==> config.mk <==
export PLATFORM = sky130hd
export DESIGN_NAME = fsk_mod
export DESIGN_NICKNAME = d
export VERILOG_FILES = /design/src/rtl/fsk_pkg.sv /design/src/rtl/fsk_tone_gen.sv /design/src/rtl/fsk_mod.sv
export SDC_FILE = /design/constraint.sdc
export NUM_CORES = 1
export LEC_CHECK = 0
export CAP_MARGIN = 20
export CORE_MARGIN = 5
export CORE_UTILIZATION = 53
export CTS_CLUSTER_DIAMETER = 80
export DETAILED_ROUTE_END_ITERATION = 16
export PLACE_DENSITY = 0.77
export SLEW_MARGIN = 25
export SYNTH_ARGS = -nofsm -noshare
export SYNTH_HDL_FRONTEND = slang
export SYNTH_SLANG_ARGS = --single-unit
==> constraint.sdc <==
create_clock -name sysclk -period 1.95 [get_ports sysclk]
set_clock_uncertainty 0.15 [all_clocks]
set_input_delay 0.39 -clock sysclk [delete_from_list [all_inputs] [get_ports sysclk]]
set_output_delay 0.39 -clock sysclk [all_outputs]
set_load 0.005 [all_outputs]
==> src/rtl/fsk_pkg.sv <==
// fsk_pkg: shared FSK constants, state encoding
// and width helper for the fsk_mod/fsk_dem pair.
package fsk_pkg;

  typedef enum logic [1:0] {
    ST_IDLE = 2'd0,
    ST_SEND = 2'd1,
    ST_DONE = 2'd2
  } fsk_state_t;

  localparam int SYM_LEN_DEF = 16;
  localparam int HALF1_DEF   = 2;
  localparam int HALF0_DEF   = 8;
  // toggles per symbol window that separate '1' from '0'
  localparam int RX_THRESH   = 6;

  function automatic int cw(input int n);
    return (n > 1) ? $clog2(n) : 1;
  endfunction

endpackage

==> src/rtl/fsk_tone_gen.sv <==
// fsk_tone_gen: square-tone generator, fast tone
// for '1' and slow tone for '0', phase-continuous.
module fsk_tone_gen
  import fsk_pkg::*;
#(
  parameter int HALF1 = HALF1_DEF,
  parameter int HALF0 = HALF0_DEF
) (
  input  logic sysclk,
  input  logic reset,
  input  logic en,
  input  logic bit_val,
  input  logic restart,
  input  logic clear,
  output logic sig_rf
);

  localparam int HMAX = (HALF0 > HALF1) ? HALF0 : HALF1;
  localparam int TW   = cw(HMAX);
  localparam logic [TW-1:0] T1 = TW'(HALF1 - 1);
  localparam logic [TW-1:0] T0 = TW'(HALF0 - 1);

  logic [TW-1:0] tone_cnt;
  logic [TW-1:0] term;
  logic          hit;

  assign term = bit_val ? T1 : T0;
  assign hit  = (tone_cnt == term);

  // a toggle due on a bit boundary still happens
  always_ff @(posedge sysclk or negedge reset) begin
    if (!reset) begin
      tone_cnt <= '0;
      sig_rf   <= 1'b0;
    end else if (clear) begin
      tone_cnt <= '0;
      sig_rf   <= 1'b0;
    end else if (en) begin
      if (hit) begin
        tone_cnt <= '0;
        sig_rf   <= ~sig_rf;
      end else if (restart) begin
        tone_cnt <= '0;
      end else begin
        tone_cnt <= tone_cnt + 1'b1;
      end
    end
  end

endmodule

==> src/rtl/fsk_mod.sv <==
// fsk_mod: parallel-in FSK modulator, MSB first,
// SYM_LEN cycles per bit, framed by sig_enable.
module fsk_mod
  import fsk_pkg::*;
#(
  parameter int DATA_W  = 8,
  parameter int SYM_LEN = SYM_LEN_DEF,
  parameter int HALF1   = HALF1_DEF,
  parameter int HALF0   = HALF0_DEF
) (
  input  logic              sysclk,
  input  logic              reset,
  input  logic [DATA_W-1:0] tx_data,
  input  logic              tx_valid,
  output logic              tx_ready,
  output logic              sig_rf,
  output logic              sig_enable,
  output logic              tx_busy,
  output logic              tx_done
);

  localparam int SW = cw(SYM_LEN);
  localparam int BW = cw(DATA_W);
  localparam logic [SW-1:0] SYM_LAST = SW'(SYM_LEN - 1);
  localparam logic [BW-1:0] BIT_TOP  = BW'(DATA_W - 1);

  fsk_state_t        state_q;
  fsk_state_t        state_d;
  logic [DATA_W-1:0] shreg;
  logic [SW-1:0]     sym_cnt;
  logic [BW-1:0]     bit_idx;
  logic              xfer;
  logic              sending;
  logic              sym_end;
  logic              last_bit;

  assign xfer     = tx_valid && tx_ready;
  assign sending  = (state_q == ST_SEND);
  assign sym_end  = sending && (sym_cnt == SYM_LAST);
  assign last_bit = sym_end && (bit_idx == '0);

  always_comb begin
    state_d = state_q;
    unique case (state_q)
      ST_IDLE: if (xfer) state_d = ST_SEND;
      ST_SEND: if (last_bit) state_d = ST_DONE;
      ST_DONE: state_d = ST_IDLE;
      default: state_d = ST_IDLE;
    endcase
  end

  // outputs are registered copies of the next state
  always_ff @(posedge sysclk or negedge reset) begin
    if (!reset) begin
      state_q    <= ST_IDLE;
      tx_ready   <= 1'b1;
      sig_enable <= 1'b0;
      tx_busy    <= 1'b0;
      tx_done    <= 1'b0;
    end else begin
      state_q    <= state_d;
      tx_ready   <= (state_d == ST_IDLE);
      sig_enable <= (state_d == ST_SEND);
      tx_busy    <= (state_d != ST_IDLE);
      tx_done    <= (state_d == ST_DONE);
    end
  end

  always_ff @(posedge sysclk or negedge reset) begin
    if (!reset) begin
      shreg   <= '0;
      sym_cnt <= '0;
      bit_idx <= '0;
    end else if (xfer) begin
      shreg   <= tx_data;
      sym_cnt <= '0;
      bit_idx <= BIT_TOP;
    end else if (sending) begin
      if (sym_end) begin
        sym_cnt <= '0;
        shreg   <= {shreg[DATA_W-2:0], 1'b0};
        if (bit_idx != '0) bit_idx <= bit_idx - 1'b1;
      end else begin
        sym_cnt <= sym_cnt + 1'b1;
      end
    end
  end

  fsk_tone_gen #(
    .HALF1 (HALF1),
    .HALF0 (HALF0)
  ) u_tone (
    .sysclk  (sysclk),
    .reset   (reset),
    .en      (sending),
    .bit_val (shreg[DATA_W-1]),
    .restart (sym_end),
    .clear   (xfer),
    .sig_rf  (sig_rf)
  );

endmodule

Word level (Yosys, flattened, before mapping)
Cells that the tools add are included.

Output and inout bits: 5. Input bits: 11. Logic and storage cells: 55. Register bits after elaboration: 25.

Add/subtract/negate cells: 3. Reduce and logical (&&, ||, !) cells: 15. Bitwise logic cells: 1. Equality and inequality tests: 5. Mux-type cells: 21.

Operators by type and width (count): 3-bit two-way mux (9); 8-bit two-way mux (3); 4-bit two-way mux (3); 2-bit nonzero test (5); 4-bit by 1-bit adder with 4-bit output, second input constant (1); 2-bit by 1-bit equality test with 1-bit output, second input constant (2); 4-bit equality test, second input constant (1); 2-bit logical NOT (2); 2-bit two-way mux (2); 2-bit case mux with 2 select lines (1); 2-bit AND reduction (2); 3-bit by 1-bit adder with 3-bit output, second input constant (1); 3-bit equality test (1); 1-bit logical AND (3); 3-bit logical NOT (1); 1-bit two-way mux (3); 3-bit AND reduction (1); 3-bit nonzero test (1); 3-bit by 1-bit subtractor with 3-bit output, second input constant (1); 2-bit equality test, second input constant (1); 1-bit inverter (1).

Logic depth before layout (Yosys ltp)
Gate-level depths: netlist (run 1).

Word-level depth: 6. Mapped depth: 5. Mapped depth without buffers: 5.

Cells and area by module
A second synthesis (run 1) with hierarchy kept.

Cell total of the unflattened synthesis: 124. Area, all modules: 1255.0 µm².

By module, submodules not included: fsk_mod (instances 1, seq. area each 526.8 µm², cells each 99, area an instance 991.0 µm²); fsk_tone_gen (instances 1, seq. area each 100.1 µm², cells each 25, area an instance 264.0 µm²).

Least setup slack after synthesis (run 1)
OpenSTA, ideal clock, no wires.

Kind: register to register. Start: register sym_cnt[0]. End: register u_tone.tone_cnt[0]. Cell stages (with the launch flop): 6. Path slack: 370 ps. Data arrival time: 1352 ps. Data required time: 1723 ps. Path buffers: 1. Library setup time: 77 ps. Clock period less this slack: 1580 ps. Cell sequence: dfrtp_1 -> ha_1 -> and2_1 -> buf_2 -> a211o_2 -> a21oi_1.

Cells in the longest elaborated chain, start to end: 6.

RTL lines: from (decl) (line fsk_mod.sv:30) `logic [SW-1:0] sym_cnt;`; from (signal assigned) (line fsk_mod.sv:84) `sym_cnt <= sym_cnt + 1'b1;`; 4-bit equality test (line fsk_mod.sv:39) `assign sym_end = sending && (sym_cnt == SYM_LAST);`; 1-bit logical AND (line fsk_mod.sv:39); 3-bit two-way mux (line fsk_tone_gen.sv:42) `end else if (restart) begin`; 3-bit two-way mux (line fsk_tone_gen.sv:39) `if (hit) begin`; 3-bit two-way mux (line fsk_tone_gen.sv:38) `end else if (en) begin`; 3-bit two-way mux (line fsk_tone_gen.sv:35) `end else if (clear) begin`; to (signal assigned) (line fsk_tone_gen.sv:45) `tone_cnt <= tone_cnt + 1'b1;`; to (decl) (line fsk_tone_gen.sv:23) `logic [TW-1:0] tone_cnt;`.

No other way between the ends. The select of a mux whose other input is x is not followed. A chain may end at the register's enable or synchronous reset.

Final worst setup path (run 1)
Start: register tx_ready. End: output port tx_ready.

RTL lines: from (decl) (line fsk_mod.sv:15) `output logic tx_ready,`; from (signal assigned) (line fsk_mod.sv:62) `tx_ready <= (state_d == ST_IDLE);`.

No word-level cell between the ends.

==> results.json, run 1 <==
{
  "status": "finished clean",
  "power.leakage_nw": 0.615,
  "hold_viol": 0,
  "routed_via_density": 5.79,
  "fmaxAchievable_mhz": 525,
  "die_area_mm2": 0.00339,
  "cts.path.max_buffers": 2,
  "ys_top_cells_by_area": "dfrtp_1 (49%), nand2_1 (5.8%), o211ai_1 (4.3%)",
  "crit_path_max_fanout": 2,
  "cap_violations": 0,
  "peakVddDrop_v": 0.000728,
  "netlist_area_mm2": 0.00123,
  "worstSkewPairLatency_ps": 320,
  "powerDensity_mw_per_mm2": 1240,
  "syn_inst": 121,
  "crit_path_top_delay_cell": "dfstp_2",
  "critPathBufInv": 1,
  "first_pass_iters": 4,
  "ant_nets": 0,
  "total_power_mw": 1.82,
  "fp-row-count": 17,
  "area_delta_synth_final_pct": 19.8,
  "final_cell_mix": "dfrtp_1 (24), nand2_1 (19), clkdlybuf4s50_1 (15)",
  "cts_sinks": 25,
  "drc_errors": 0,
  "cts_buffers": 3,
  "final_cells": 169,
  "placed_cell_area_mm2": 0.00144,
  "worst-endpoint-arrival_ps": 1360,
  "cts_tree": "yes",
  "fill_cells": 193,
  "start_util": 0.557,
  "ys_seq_area_frac": 0.509,
  "path_cells": "clkdlybuf4s50_1",
  "setup_viol": 0,
  "grt_pass1_wl_um": 4420,
  "die_w_um": 58.2,
  "cp-end-kind": "output pin",
  "vias": 978,
  "core_area_mm2": 0.00221,
  "finalInstanceArea_mm2": 0.00148,
  "synth.avg_cell_area_um2": 10.2,
  "dp_hpwl_um": 1890,
  "hp-class": "in -> async",
  "mostFrequentLayoutCell": "dfrtp_1",
  "num-nets-final": 157,
  "ys_seq_elements": 25,
  "required_ps": 1410,
  "io_buffers": 15,
  "antenna_found_initial": 0,
  "synth_warnings": 0,
  "start_kind": "flop",
  "synthesis.nets": 136,
  "ios": 16,
  "overflow": 0,
  "relSlewSlack": 0.751,
  "wirelength_um": 2600,
  "wl_per_cell_um": 15.4,
  "finalWorstSetupSlack_ps": 45.4,
  "dp.cells": 164,
  "die_y_um": 58.2,
  "cp_top_family": "flip-flops",
  "grt.total_usage": 0.172,
  "worst_pin_slew_ps": 371,
  "yosys.area.top_type": "dfrtp_1",
  "yosysTopAreaCellShare": 0.488,
  "layout-drive-gt1-share": 0.113,
  "crit_type": "reg -> out",
  "place_congestion": 0.787,
  "place_ws_ps": 131,
  "fin_crit_sh": 0.977,
  "n_antenna_cell": 0,
  "htreeDepth": 1,
  "cts.root.buffer_cell": "clkbuf_4",
  "max_stage_delay_ps": 550,
  "grt_pass1_vias": 980,
  "slew_viol_final": 0,
  "ctsHoldBuffers": 0,
  "drtIter0Drc": 28,
  "finalCriticalPeriod_ps": 1900,
  "yosysUniqueCellTypes": 35,
  "utilization": 0.667,
  "grt_max_degree": 26,
  "clkTransAtPathRegs_ps": 140
}
==> area by class of cell <==
cell class	instances	area, µm²	area share
repair buffers	23	223	0.151
clock buffers	4	26.3	0.0178
inverters	3	11.3	0.00763
well taps	28	35.0	0.0237
multi-input cells	86	553	0.375
flip-flops and latches	25	627	0.425
==> cells in the mapped netlist <==
cell,count
dfrtp_1,24
nand2_1,19
nor2_1,8
o211ai_1,7
nand4_1,6
buf_2,4
ha_1,4
nand3b_1,4
a21oi_1,3
a31oi_1,3
inv_1,3
nand3_1,3
nor3_1,3
o21ai_0,3
a211oi_1,2
a311oi_1,2
and2_1,2
nand2b_1,2
or3b_1,2
xor2_1,2
a2111o_1,1
a211o_2,1
a221o_1,1
a41oi_1,1
and3b_2,1
buf_4,1
buf_6,1
clkbuf_1,1
dfstp_2,1
mux2i_1,1
nand4b_1,1
nand4bb_1,1
nor3b_1,1
o21bai_1,1
o31ai_2,1
==> through the flow <==
step           hold slack (ps)  setup TNS, ps
6_report                   257              0
5_1_grt                    266         -0.128
4_1_cts                    259              0
3_5_place_dp               345              0
3_3_place_gp               333              0
2_1_floorplan            -55.6              0
==> path summary, 6_finish.rpt <==
path                                   startpoint                endpoint  slack (ps)  cells past startpoint
min in group sysclk        sym_cnt[3]$_DFFE_PN0P_  sym_cnt[3]$_DFFE_PN0P_         380                      1
setup reg to reg           sym_cnt[0]$_DFFE_PN0P_    shreg[4]$_DFFE_PN0P_         250                      5
setup / recovery               tx_ready$_DFF_PN1_                tx_ready          50                      1
hold / removal                              reset    shreg[7]$_DFFE_PN0P_         260                      2
max in group asynchronous                   reset      tx_ready$_DFF_PN1_        1100                      2
hold reg to reg            sym_cnt[3]$_DFFE_PN0P_  sym_cnt[3]$_DFFE_PN0P_         380                      1
==> per-layer routing <==
| metal | track usage | share of wire |
|---|---|---|
| met1 | 0.229 | 0.48 |
| met5 | 0 | 0 |
| met2 | 0.263 | 0.48 |
| met4 | 0.0993 | 0.020 |
| met3 | 0.0267 | 0.024 |
==> repair_timing <==
item | 4_1_cts | 5_1_grt
endpoints found under the setup margin | 0 | 6
setup buffers | 0 | 1
gates resized for setup | 0 | 1
==> power by group <==
| group | switching [mW] | internal, mW |
|---|---|---|
| registers | 0.172 | 0.720 |
| logic | 0.351 | 0.345 |
| clock network | 0.156 | 0.0802 |
| total | 0.679 | 1.15 |
==> registers in the layout, summed over array words and instances (netlist names) <==
| register | cells |
|---|---|
| bit_idx | 3 |
| sym_cnt | 4 |
| tx_done | 1 |
| shreg | 8 |
| state_q | 2 |
| tx_busy | 1 |
| sig_enable | 1 |
| u_tone.tone_cnt | 3 |
| tx_ready | 1 |
| u_tone.sig_rf | 1 |
==> kinds of logic after synthesis <==
group           after synthesis  synth area share
compound gates               26             0.158
xor+xnor                      2            0.0142
simple gates                 53             0.227
buf+inv                      10            0.0437
fa+ha+maj                     4            0.0407
flops                        25             0.509
mux                           1           0.00813
Power figures use the tool's default switching activity.
==> run 2: changes to the inputs <==
GPL_TIMING_DRIVEN = 0   (was not set)
==> results.json, run 2 (synthesis results as in run 1) <==
{
  "critPathBufInv": 1,
  "n_antenna_cell": 0,
  "cp-end-kind": "output pin",
  "hp-class": "reg -> reg",
  "multiInputGateArea_um2": 551,
  "wl_per_cell_um": 15.4,
  "first_pass_iters": 4,
  "hold_viol": 0,
  "dp_hpwl_um": 1860,
  "regMostFlops": "shreg",
  "pwr-share-clk": 0.126,
  "grt.total_usage": 0.169,
  "worst_pin_slew_ps": 546,
  "htreeDepth": 1,
  "fmaxAchievable_mhz": 571,
  "io_buffers": 15,
  "die_area_mm2": 0.00339,
  "cp_top_family": "buffers and inverters",
  "cts_buffers": 3,
  "finalInstanceArea_mm2": 0.00145,
  "routed_via_density": 5.83,
  "fill_cells": 183,
  "start_util": 0.557,
  "slew_viol_final": 0,
  "max_stage_delay_ps": 510,
  "p_int_mw": 1.14,
  "p_seq_frac": 0.492,
  "final_cell_mix": "dfrtp_1 (24), nand2_1 (19), clkdlybuf4s50_1 (13)",
  "rsz0062_at_grt": "false",
  "power.leakage_nw": 0.622,
  "seq_area_um2": 627,
  "cap_violations": 0,
  "area_delta_synth_final_pct": 17.8,
  "fp-row-count": 17,
  "drc_errors": 0,
  "die_w_um": 58.2,
  "ant_nets": 0,
  "largest_register_ffs": 8,
  "path_cells": "clkdlybuf4s50_1",
  "crit_path_max_fanout": 3,
  "mostFrequentLayoutCell": "dfrtp_1",
  "grt_max_degree": 26,
  "num-nets-final": 157,
  "cts_sinks": 25,
  "start_kind": "flop",
  "crit_path_top_delay_cell": "clkdlybuf4s50_1",
  "p_sw_mw": 0.659,
  "required_ps": 1410,
  "cts.root.buffer_cell": "clkbuf_4",
  "final_cells": 169,
  "dp.cells": 164,
  "cts_tree": "yes",
  "grt_pass1_wl_um": 4400,
  "crit_type": "reg -> out",
  "core_area_mm2": 0.00221,
  "antenna_found_initial": 0,
  "worstSkewPairLatency_ps": 310,
  "cts.path.max_buffers": 2,
  "overflow": 0,
  "drtIter0Drc": 25,
  "fin_crit_sh": 0.898,
  "setup_viol": 0,
  "layout-drive-gt1-share": 0.0993,
  "die_y_um": 58.2,
  "placed_cell_area_mm2": 0.00141,
  "reg.largest.list": "shreg (8), sym_cnt (4)",
  "peakVddDrop_v": 0.000771,
  "finalWorstSetupSlack_ps": 198,
  "wirelength_um": 2600,
  "p_sw_frac": 0.366,
  "place_congestion": 0.785,
  "place_ws_ps": -12.9,
  "powerDensity_mw_per_mm2": 1240,
  "vias": 985,
  "ios": 16,
  "p_comb_frac": 0.381,
  "relSlewSlack": 0.636,
  "clkTransAtPathRegs_ps": 130,
  "grt_pass1_vias": 945,
  "post_cts_buffers": 0,
  "finalCriticalPeriod_ps": 1750,
  "worst-endpoint-arrival_ps": 1210,
  "status": "finished clean"
}
==> run 2: cell types whose count changed in the layout (fill, tap and decap cells not counted), sizes merged <==
cell           before  now
dlymetal6s2s        0    1
dlygate4sd3         0    1
buf                 8    7
clkbuf              4    5
clkdlybuf4s50      15   13
==> run 2: layout make-up <==
class / instances / share of cell area
multi-input cells: 86 / 0.380
plain buffers: 7 / 0.0293
repair buffers: 16 / 0.109
well taps: 28 / 0.0242
inverters: 3 / 0.00777
clock buffers: 4 / 0.0181
flip-flops and latches: 25 / 0.432
==> run 2: per-stage QoR <==
step,hold WS [ps],TNS (ps),util,total power [mW]
after floorplan,-55.6,0,-,1.36
after global placement,335,0,0.640,1.53
after detailed placement,261,-29.1,0.638,1.58
after CTS,361,0,0.654,1.80
after global routing,405,0,0.656,1.96
final,365,0,0.656,1.80
==> run 2: layer usage <==
layer	up-vias	track usage	routed length, µm
met5	-	0	0
met4	0	0.0695	41
met3	4	0.0200	74
met2	19	0.258	1210
met1	478	0.242	1280
li1	484	-	-
==> run 2: power groups by stage <==
stage / Combinational [mW] / Clock (mW) / Sequential [mW]
floorplan: 0.511 / 0 / 0.849
global placement: 0.651 / 0 / 0.878
detailed placement: 0.686 / 0 / 0.889
CTS: 0.689 / 0.234 / 0.879
global route: 0.789 / 0.261 / 0.906
finish: 0.685 / 0.227 / 0.885
==> run 2: path summary, 6_finish.rpt <==
kind                            cells past startpoint                             end                      start  slack, ps
worst max-delay path                                1                          sig_rf  u_tone.sig_rf$_DFFE_PN0P_        200
max in group asynchronous                           2              tx_ready$_DFF_PN1_                      reset        850
worst min register to register                      1          sym_cnt[3]$_DFFE_PN0P_     sym_cnt[3]$_DFFE_PN0P_        370
min in group asynchronous                           2       u_tone.sig_rf$_DFFE_PN0P_                      reset        430
worst max register to register                      5  u_tone.tone_cnt[0]$_DFFE_PN0P_     sym_cnt[0]$_DFFE_PN0P_        220
worst min-delay path                                1          sym_cnt[3]$_DFFE_PN0P_     sym_cnt[3]$_DFFE_PN0P_        370
==> run 2: repair_timing <==
| action | CTS | global route |
|---|---|---|
| resized for setup | 0 | 1 |
| endpoints found under the hold margin | 24 | 0 |
| endpoints found under the setup margin | 0 | 1 |
| hold buffers | 1 | 0 |
